### config.mk
export PLATFORM = sky130hd
export DESIGN_NAME = mem_resp_demux
export DESIGN_NICKNAME = d
export VERILOG_FILES = /design/src/rtl/mem_resp_demux_pkg.sv /design/src/rtl/mem_resp_demux_src_tag_fifo.sv /design/src/rtl/mem_resp_demux.sv
export SDC_FILE = /design/constraint.sdc
export NUM_CORES = 1
export LEC_CHECK = 0
export CAP_MARGIN = 20
export CORE_MARGIN = 5
export CORE_UTILIZATION = 31
export DETAILED_ROUTE_END_ITERATION = 10
export PLACE_DENSITY = 0.76
export REMOVE_ABC_BUFFERS = 1
export SETUP_SLACK_MARGIN = 0.1
export SYNTH_ARGS = -nofsm -noshare
export SYNTH_HDL_FRONTEND = slang
export SYNTH_SLANG_ARGS = --single-unit
export TNS_END_PERCENT = 20
### constraint.sdc
create_clock -name clk -period 2.4 [get_ports clk]
set_input_delay 0.48 -clock clk [delete_from_list [all_inputs] [get_ports clk]]
set_output_delay 0.48 -clock clk [all_outputs]
set_load 0.02 [all_outputs]
### src/rtl/mem_resp_demux_pkg.sv
// Shared types and defaults for the memory response demux and its tag FIFO.
package mem_resp_demux_pkg;

  localparam int unsigned DATA_W_DEFAULT = 32;
  localparam int unsigned DEPTH_DEFAULT  = 4;

  // Requester that issued a request; stored per outstanding request.
  typedef logic src_t;

  localparam src_t SRC_FETCH = 1'b0;
  localparam src_t SRC_DATA  = 1'b1;

endpackage

### src/rtl/mem_resp_demux_src_tag_fifo.sv
// Synchronous FIFO of requester tags, one entry per outstanding memory request.
// Pointers carry one extra wrap bit so full and empty are distinguishable.
module src_tag_fifo
  import mem_resp_demux_pkg::*;
#(
  parameter int unsigned DEPTH = DEPTH_DEFAULT
) (
  input  logic                     clk,
  input  logic                     rst_n,
  input  logic                     push,
  input  src_t                     din,
  input  logic                     pop,
  output src_t                     dout,
  output logic                     full,
  output logic                     empty,
  output logic [$clog2(DEPTH):0]   count
);

  localparam int unsigned AW    = $clog2(DEPTH);
  localparam int unsigned PTR_W = AW + 1;

  logic [PTR_W-1:0] wr_ptr;
  logic [PTR_W-1:0] rd_ptr;
  src_t             mem [DEPTH];
  logic             do_push;
  logic             do_pop;

  assign full  = (wr_ptr[AW] != rd_ptr[AW]) && (wr_ptr[AW-1:0] == rd_ptr[AW-1:0]);
  assign empty = (wr_ptr == rd_ptr);
  assign count = PTR_W'(wr_ptr - rd_ptr);
  assign dout  = mem[rd_ptr[AW-1:0]];

  assign do_push = push & ~full;
  assign do_pop  = pop & ~empty;

  // Pointer and storage update; storage is cleared so no stale tag survives reset.
  always_ff @(posedge clk or negedge rst_n) begin
    if (!rst_n) begin
      wr_ptr <= '0;
      rd_ptr <= '0;
      for (int unsigned i = 0; i < DEPTH; i++) begin
        mem[i] <= SRC_FETCH;
      end
    end else begin
      if (do_push) begin
        mem[wr_ptr[AW-1:0]] <= din;
        wr_ptr              <= wr_ptr + PTR_W'(1);
      end
      if (do_pop) begin
        rd_ptr <= rd_ptr + PTR_W'(1);
      end
    end
  end

endmodule

### src/rtl/mem_resp_demux.sv
// Routes in-order memory responses back to the fetch (A) or data (B) requester.
// Optional MEM_RESP_ERR_EN: sticky err_orphan flag and orphan responses are dropped.
module mem_resp_demux
  import mem_resp_demux_pkg::*;
#(
  parameter int unsigned DATA_W = DATA_W_DEFAULT,
  parameter int unsigned DEPTH  = DEPTH_DEFAULT,
  parameter int unsigned CNT_W  = $clog2(DEPTH) + 1
) (
  input  logic              clk,
  input  logic              rst_n,
  input  logic              req_valid,
  input  logic              req_src,
  output logic              req_ready,
  output logic              mem_req_valid,
  input  logic              mem_req_ready,
  input  logic              rsp_valid,
  input  logic [DATA_W-1:0] rsp_data,
  output logic              rsp_ready,
  output logic              a_rsp_valid,
  input  logic              a_rsp_ready,
  output logic              b_rsp_valid,
  input  logic              b_rsp_ready,
  output logic [DATA_W-1:0] rsp_data_out,
`ifdef MEM_RESP_ERR_EN
  output logic              err_orphan,
`endif
  output logic [CNT_W-1:0]  outstanding
);

  localparam int unsigned FIFO_CNT_W = $clog2(DEPTH) + 1;

  logic                  full;
  logic                  empty;
  src_t                  head_tag;
  logic [FIFO_CNT_W-1:0] fifo_count;
  logic                  push;
  logic                  pop;
  logic                  route_ready;

  // Request side: full stalls new requests even when a pop lands in the same cycle.
  assign req_ready     = mem_req_ready & ~full;
  assign mem_req_valid = req_valid & ~full;
  assign push          = req_valid & mem_req_ready & ~full;

  // Response side: zero-latency steering by the oldest outstanding tag.
  assign route_ready  = (head_tag == SRC_DATA) ? b_rsp_ready : a_rsp_ready;
  assign a_rsp_valid  = rsp_valid & ~empty & (head_tag == SRC_FETCH);
  assign b_rsp_valid  = rsp_valid & ~empty & (head_tag == SRC_DATA);
  assign rsp_data_out = rsp_data;

`ifdef MEM_RESP_ERR_EN
  // Orphans are swallowed so memory never deadlocks on an unexpected response.
  assign rsp_ready = empty ? rsp_valid : route_ready;

  always_ff @(posedge clk or negedge rst_n) begin
    if (!rst_n) begin
      err_orphan <= 1'b0;
    end else if (rsp_valid && empty) begin
      err_orphan <= 1'b1;
    end
  end
`else
  assign rsp_ready = ~empty & route_ready;
`endif

  assign pop         = rsp_valid & rsp_ready & ~empty;
  assign outstanding = CNT_W'(fifo_count);

  src_tag_fifo #(
    .DEPTH (DEPTH)
  ) u_tag_fifo (
    .clk   (clk),
    .rst_n (rst_n),
    .push  (push),
    .din   (src_t'(req_src)),
    .pop   (pop),
    .dout  (head_tag),
    .full  (full),
    .empty (empty),
    .count (fifo_count)
  );

endmodule

==> qor_table.md <==
| Stage | Result | Value |
|:---|:---|:---|
| setup path | Worst reg-to-reg path cell count | 4 |
| detailed routing | Total Wirelength | 2400 um |
| synth | Number of instances in the synthesized netlist | 89 |
| clock tree | Count of H-tree levels built during CTS | 1 |
| synth | Most area-consuming cells after synthesis | sky130_fd_sc_hd__dfrtp_1 (28%), sky130_fd_sc_hd__buf_4 (27%), sky130_fd_sc_hd__ha_1 (9.7%), sky130_fd_sc_hd__mux2_2 (5.0%), sky130_fd_sc_hd__xor2_1 (3.9%) |
| setup path | Element type at the critical path end | output port |
| timing | Total of endpoints with negative setup slack in the final report | 0 |
| synth | Count of distinct cell types in the synthesized netlist | 19 |
| clock tree | TritonCTS clock tree | yes |
| synth | Xor and xnor fraction of the mapped netlist area | 5.85% |
| place | Dpl ws | 0.00825 ns |
| die | Initial core utilization | 32.6% |
| clock tree | Clock-pin slew on the worst setup and hold paths | 0.07 ns |
| synth | Ranking of synthesized cells by instance count | sky130_fd_sc_hd__buf_4 (32), sky130_fd_sc_hd__dfrtp_1 (10), sky130_fd_sc_hd__inv_1 (8) |
| flow run | Max_cap viols | 0 |
| setup path | Worst reg-to-reg setup slack | 0.57 ns |
| timing | Aggregate negative setup slack | 0 ns |
| detailed routing | Final antenna-violating net count | 0 |
| die | Top-level port count | 80 |
| global route | Vias in the first global route | 585 |
| synth | Flip-flop cell with the highest count after synthesis | sky130_fd_sc_hd__dfrtp_1 |
| cells and area | Multi-input combinational cell area | 393 sq um |
| synth | Leading cell type by number of instances after synthesis | sky130_fd_sc_hd__buf_4 |
| global route | Gr usage total | 11.7% |
| synth | Post-Synthesis Mean Instance Area | 10.1 sq um |
| timing | Worst clock skew | 0.000578 ns |
| synth | Asr flop ratio synth | 100% |
| timing | Unrepaired setup endpoints after global routing | true |
| pwr | Power per cell area | 1660 nW/um^2 |
| clock tree | Root Buffer Master | sky130_fd_sc_hd__clkbuf_4 |
| die | Die width | 63.8 um |
| global route | Wire length of the first global-routing pass | 3420 um |
| detailed routing | Via Count | 538 |
| global route | Pin count of the biggest net entering global routing | 11 |
| timing | Final critical-path share of the clock period | 92.7% |
| timing | Final-report hold violation count | 0 |
| clock tree | Count of clock tree sinks | 10 |
| synth | Compound-gate portion of the synthesized area | 5.29% |
| place | Number of I/O port buffers | 15 |
| synth | Fraction of the mapped netlist area in adder cells | 12.0% |
| cells and area | Number of fill cells in the layout | 299 |
| pwr | Maximum ir drop on the vdd rail | 1080 uV |
| detailed routing | Ratio of routed vias to standard cells | 4.80 |
| pwr | LEAKAGE | 0.428 nW |
| cells and area | Summed area of non-filler cells in the final layout | 927 sq um |
| setup path | Largest driver fanout on the critical path | 4 |
| setup path | Reg2reg end | u_tag_fifo.rd_ptr[1]$_DFFE_PN0P_ |
| place | Detail Placement HPWL | 1920 um |
| timing | Highest attainable clock frequency | 0.450 GHz |
| setup path | Critical path capture point | a_rsp_valid |
| synth | Part of the Yosys area used for sequential elements | 27.9% |
| setup path | Reg-to-Reg Start | u_tag_fifo.rd_ptr[0]$_DFFE_PN0P_ |
| synth | Cell Area, Synth | 898 sq um |
| cells and area | Post-layout nets | 130 |
| clock tree | Worst skew pair latency | 0.27 ns |
| die | Number of placement rows | 19 |
| cells and area | Sequential cell area | 253 sq um |
| die | Die Outline Area | 4070 sq um |
| detailed routing | Post-route DRC | 0 |
| timing | Transition time at the pin with the least slew margin | 0.453 ns |
| synth | Ys Warns | 0 |
| die | Area of the core | 2760 sq um |
| clock tree | Maximum buffer depth of the clock tree | 2 |
| detailed routing | First-pass DRT Iterations | 2 |
| setup path | Arrival time at the worst endpoint | 1.74 ns |
| synth | Mux contribution to synthesized area | 11.7% |
| synth | Post-synthesis sequential element count | 10 |
| cells and area | Count of inserted antenna diode cells | 0 |
| synth | Number of enable-type register cells in the synthesized netlist | 0 |
| worst hold path | Worst Hold Class | flip-flop to flip-flop |
| setup path | Required time at the endpoint of the critical path | 1.92 ns |
| outcome | Run status | complete, no violations |
| synth | Post-synthesis cell type with the largest combined area | sky130_fd_sc_hd__dfrtp_1 |
| global route | Global route total overflow | 0 |
| cells and area | Ratio of cells with drive above 1 in the final layout | 29.6% |
| place | Placer's final routability congestion estimate | 0.746 |
| die | Die extent in y | 63.8 um |
| synth | Share of the synthesized area in the top cell type | 27.9% |
| detailed routing | Avg WL per Cell | 21.4 um |
| place | Placed Instance Area | 870 sq um |
| timing | Final count of pins violating max slew | 0 |
| cells and area | Filler-free cell count of the finished design | 112 |
| timing | Worst slew margin | 69.7% |
| synth | Simple-gate share of the synthesized area | 7.24% |
| global route | Antenna violations before repair | 0 |
| setup path | Type of origin of the critical path | flip-flop |
| timing | Final setup margin | 0.176 ns |
| clock tree | CTS buffer count | 3 |
| detailed routing | Violation count after the first detailed-routing iteration | 5 |
| setup path | Crit Path Class | flip-flop to output port |
| place | Number of cells after detailed placement | 106 |
| setup path | Critical path origin | u_tag_fifo.wr_ptr[1]$_DFFE_PN0P_ |
| cells and area | Signed area change from the synthesized netlist to the final layout | 3.20% |
| timing | Final worst path period need | 2.22 ns |
| synth | Dominant combinational cell family by area after synthesis | buffers and inverters |
-- critical path, cell delays in order (launching register included) --
cell and delay, ns:
sky130_fd_sc_hd__dfrtp_1 0.42, sky130_fd_sc_hd__ha_1 0.37, sky130_fd_sc_hd__nand2_2 0.11, sky130_fd_sc_hd__o21ai_4 0.19, sky130_fd_sc_hd__nor2_1 0.06, sky130_fd_sc_hd__dlygate4sd2_1 0.32
-- cell families after synthesis --
kind of cell	after synthesis
xor gates and xnor gates	6
adders and majority gates	8
DFF	10
AOI/OAI and AO/OA	3
muxes	7
buffers and inverters	40
and+or+nand+nor	15
-- where the power goes --
group          internal (mW)  total [mW]  switching, mW  leakage, nW
sequential             0.260       0.329         0.0695        0.117
combinational          0.496        1.06          0.559        0.290
clock                 0.0922       0.152         0.0597       0.0210
total                  0.849        1.54          0.688        0.428
-- cell type report --
cell class	instances	share of cell area [%]
Inverter	8	3.24
Sequential cell	10	27.3
Tap cell	31	4.18
Clock buffer	4	3.91
Multi-Input combinational cell	39	42.4
Timing Repair Buffer	20	19.0
-- state kept, by name (all words and copies together), names as in the netlist --
register	flops
u_tag_fifo.wr_ptr	3
u_tag_fifo.mem	4
u_tag_fifo.rd_ptr	3
-- cells in the final DEF, fill, tap and decap left out, types with 2 or more instances in the layout --
master and instances:
sky130_fd_sc_hd__nor2_1 6, sky130_fd_sc_hd__clkdlybuf4s50_1 8, sky130_fd_sc_hd__ha_1 6, sky130_fd_sc_hd__inv_1 8
sky130_fd_sc_hd__clkbuf_4 3, sky130_fd_sc_hd__xor2_1 4, sky130_fd_sc_hd__dfrtp_1 8, sky130_fd_sc_hd__xnor2_1 2
sky130_fd_sc_hd__dfrtp_2 2, sky130_fd_sc_hd__mux2_2 4, sky130_fd_sc_hd__nand2_1 5, sky130_fd_sc_hd__buf_4 5
sky130_fd_sc_hd__dlygate4sd2_1 5
-- routing by layer --
| layer | part of all wire, % | track usage [%] | vias to the layer above | routed length, um |
|---|---|---|---|---|
| li1 | - | - | 229 | - |
| met1 | 39 | 12.9 | 251 | 927 |
| met2 | 36 | 12.4 | 51 | 859 |
| met3 | 24 | 14.5 | 7 | 566 |
| met4 | 1.9 | 5.45 | 0 | 45 |
| met5 | 0 | 0 | - | 0 |
-- worst min path at each step --
stage | start | to | slack [ns] | depth (start not counted)
after floorplan | rst_n | u_tag_fifo.mem[0]$_DFFE_PN0P_ | 0.18 | 0
after detailed placement | u_tag_fifo.rd_ptr[2]$_DFFE_PN0P_ | u_tag_fifo.rd_ptr[2]$_DFFE_PN0P_ | 0.48 | 1
final | u_tag_fifo.rd_ptr[2]$_DFFE_PN0P_ | u_tag_fifo.rd_ptr[2]$_DFFE_PN0P_ | 0.50 | 1
after global routing | u_tag_fifo.rd_ptr[2]$_DFFE_PN0P_ | u_tag_fifo.rd_ptr[2]$_DFFE_PN0P_ | 0.50 | 1
after global placement | u_tag_fifo.rd_ptr[2]$_DFFE_PN0P_ | u_tag_fifo.rd_ptr[2]$_DFFE_PN0P_ | 0.48 | 1
after CTS | u_tag_fifo.rd_ptr[2]$_DFFE_PN0P_ | u_tag_fifo.rd_ptr[2]$_DFFE_PN0P_ | 0.50 | 1
-- through the flow --
step	power, mW	hold slack (ns)	utilization (%)
finish	1.54	0.495	33.6
global placement	1.37	0.476	31.5
CTS	1.49	0.498	32.5
floorplan	0.985	0.184	-
detailed placement	1.40	0.483	31.5
global route	1.66	0.502	33.6
-- timing repair --
action	CTS	global route
buffers inserted	0	2
hold buffers	0	0
endpoints found under the setup margin	7	5
gates cloned	0	0
pin swaps	0	0
gates resized for setup	12	3
Power figures use the tool's default switching activity.
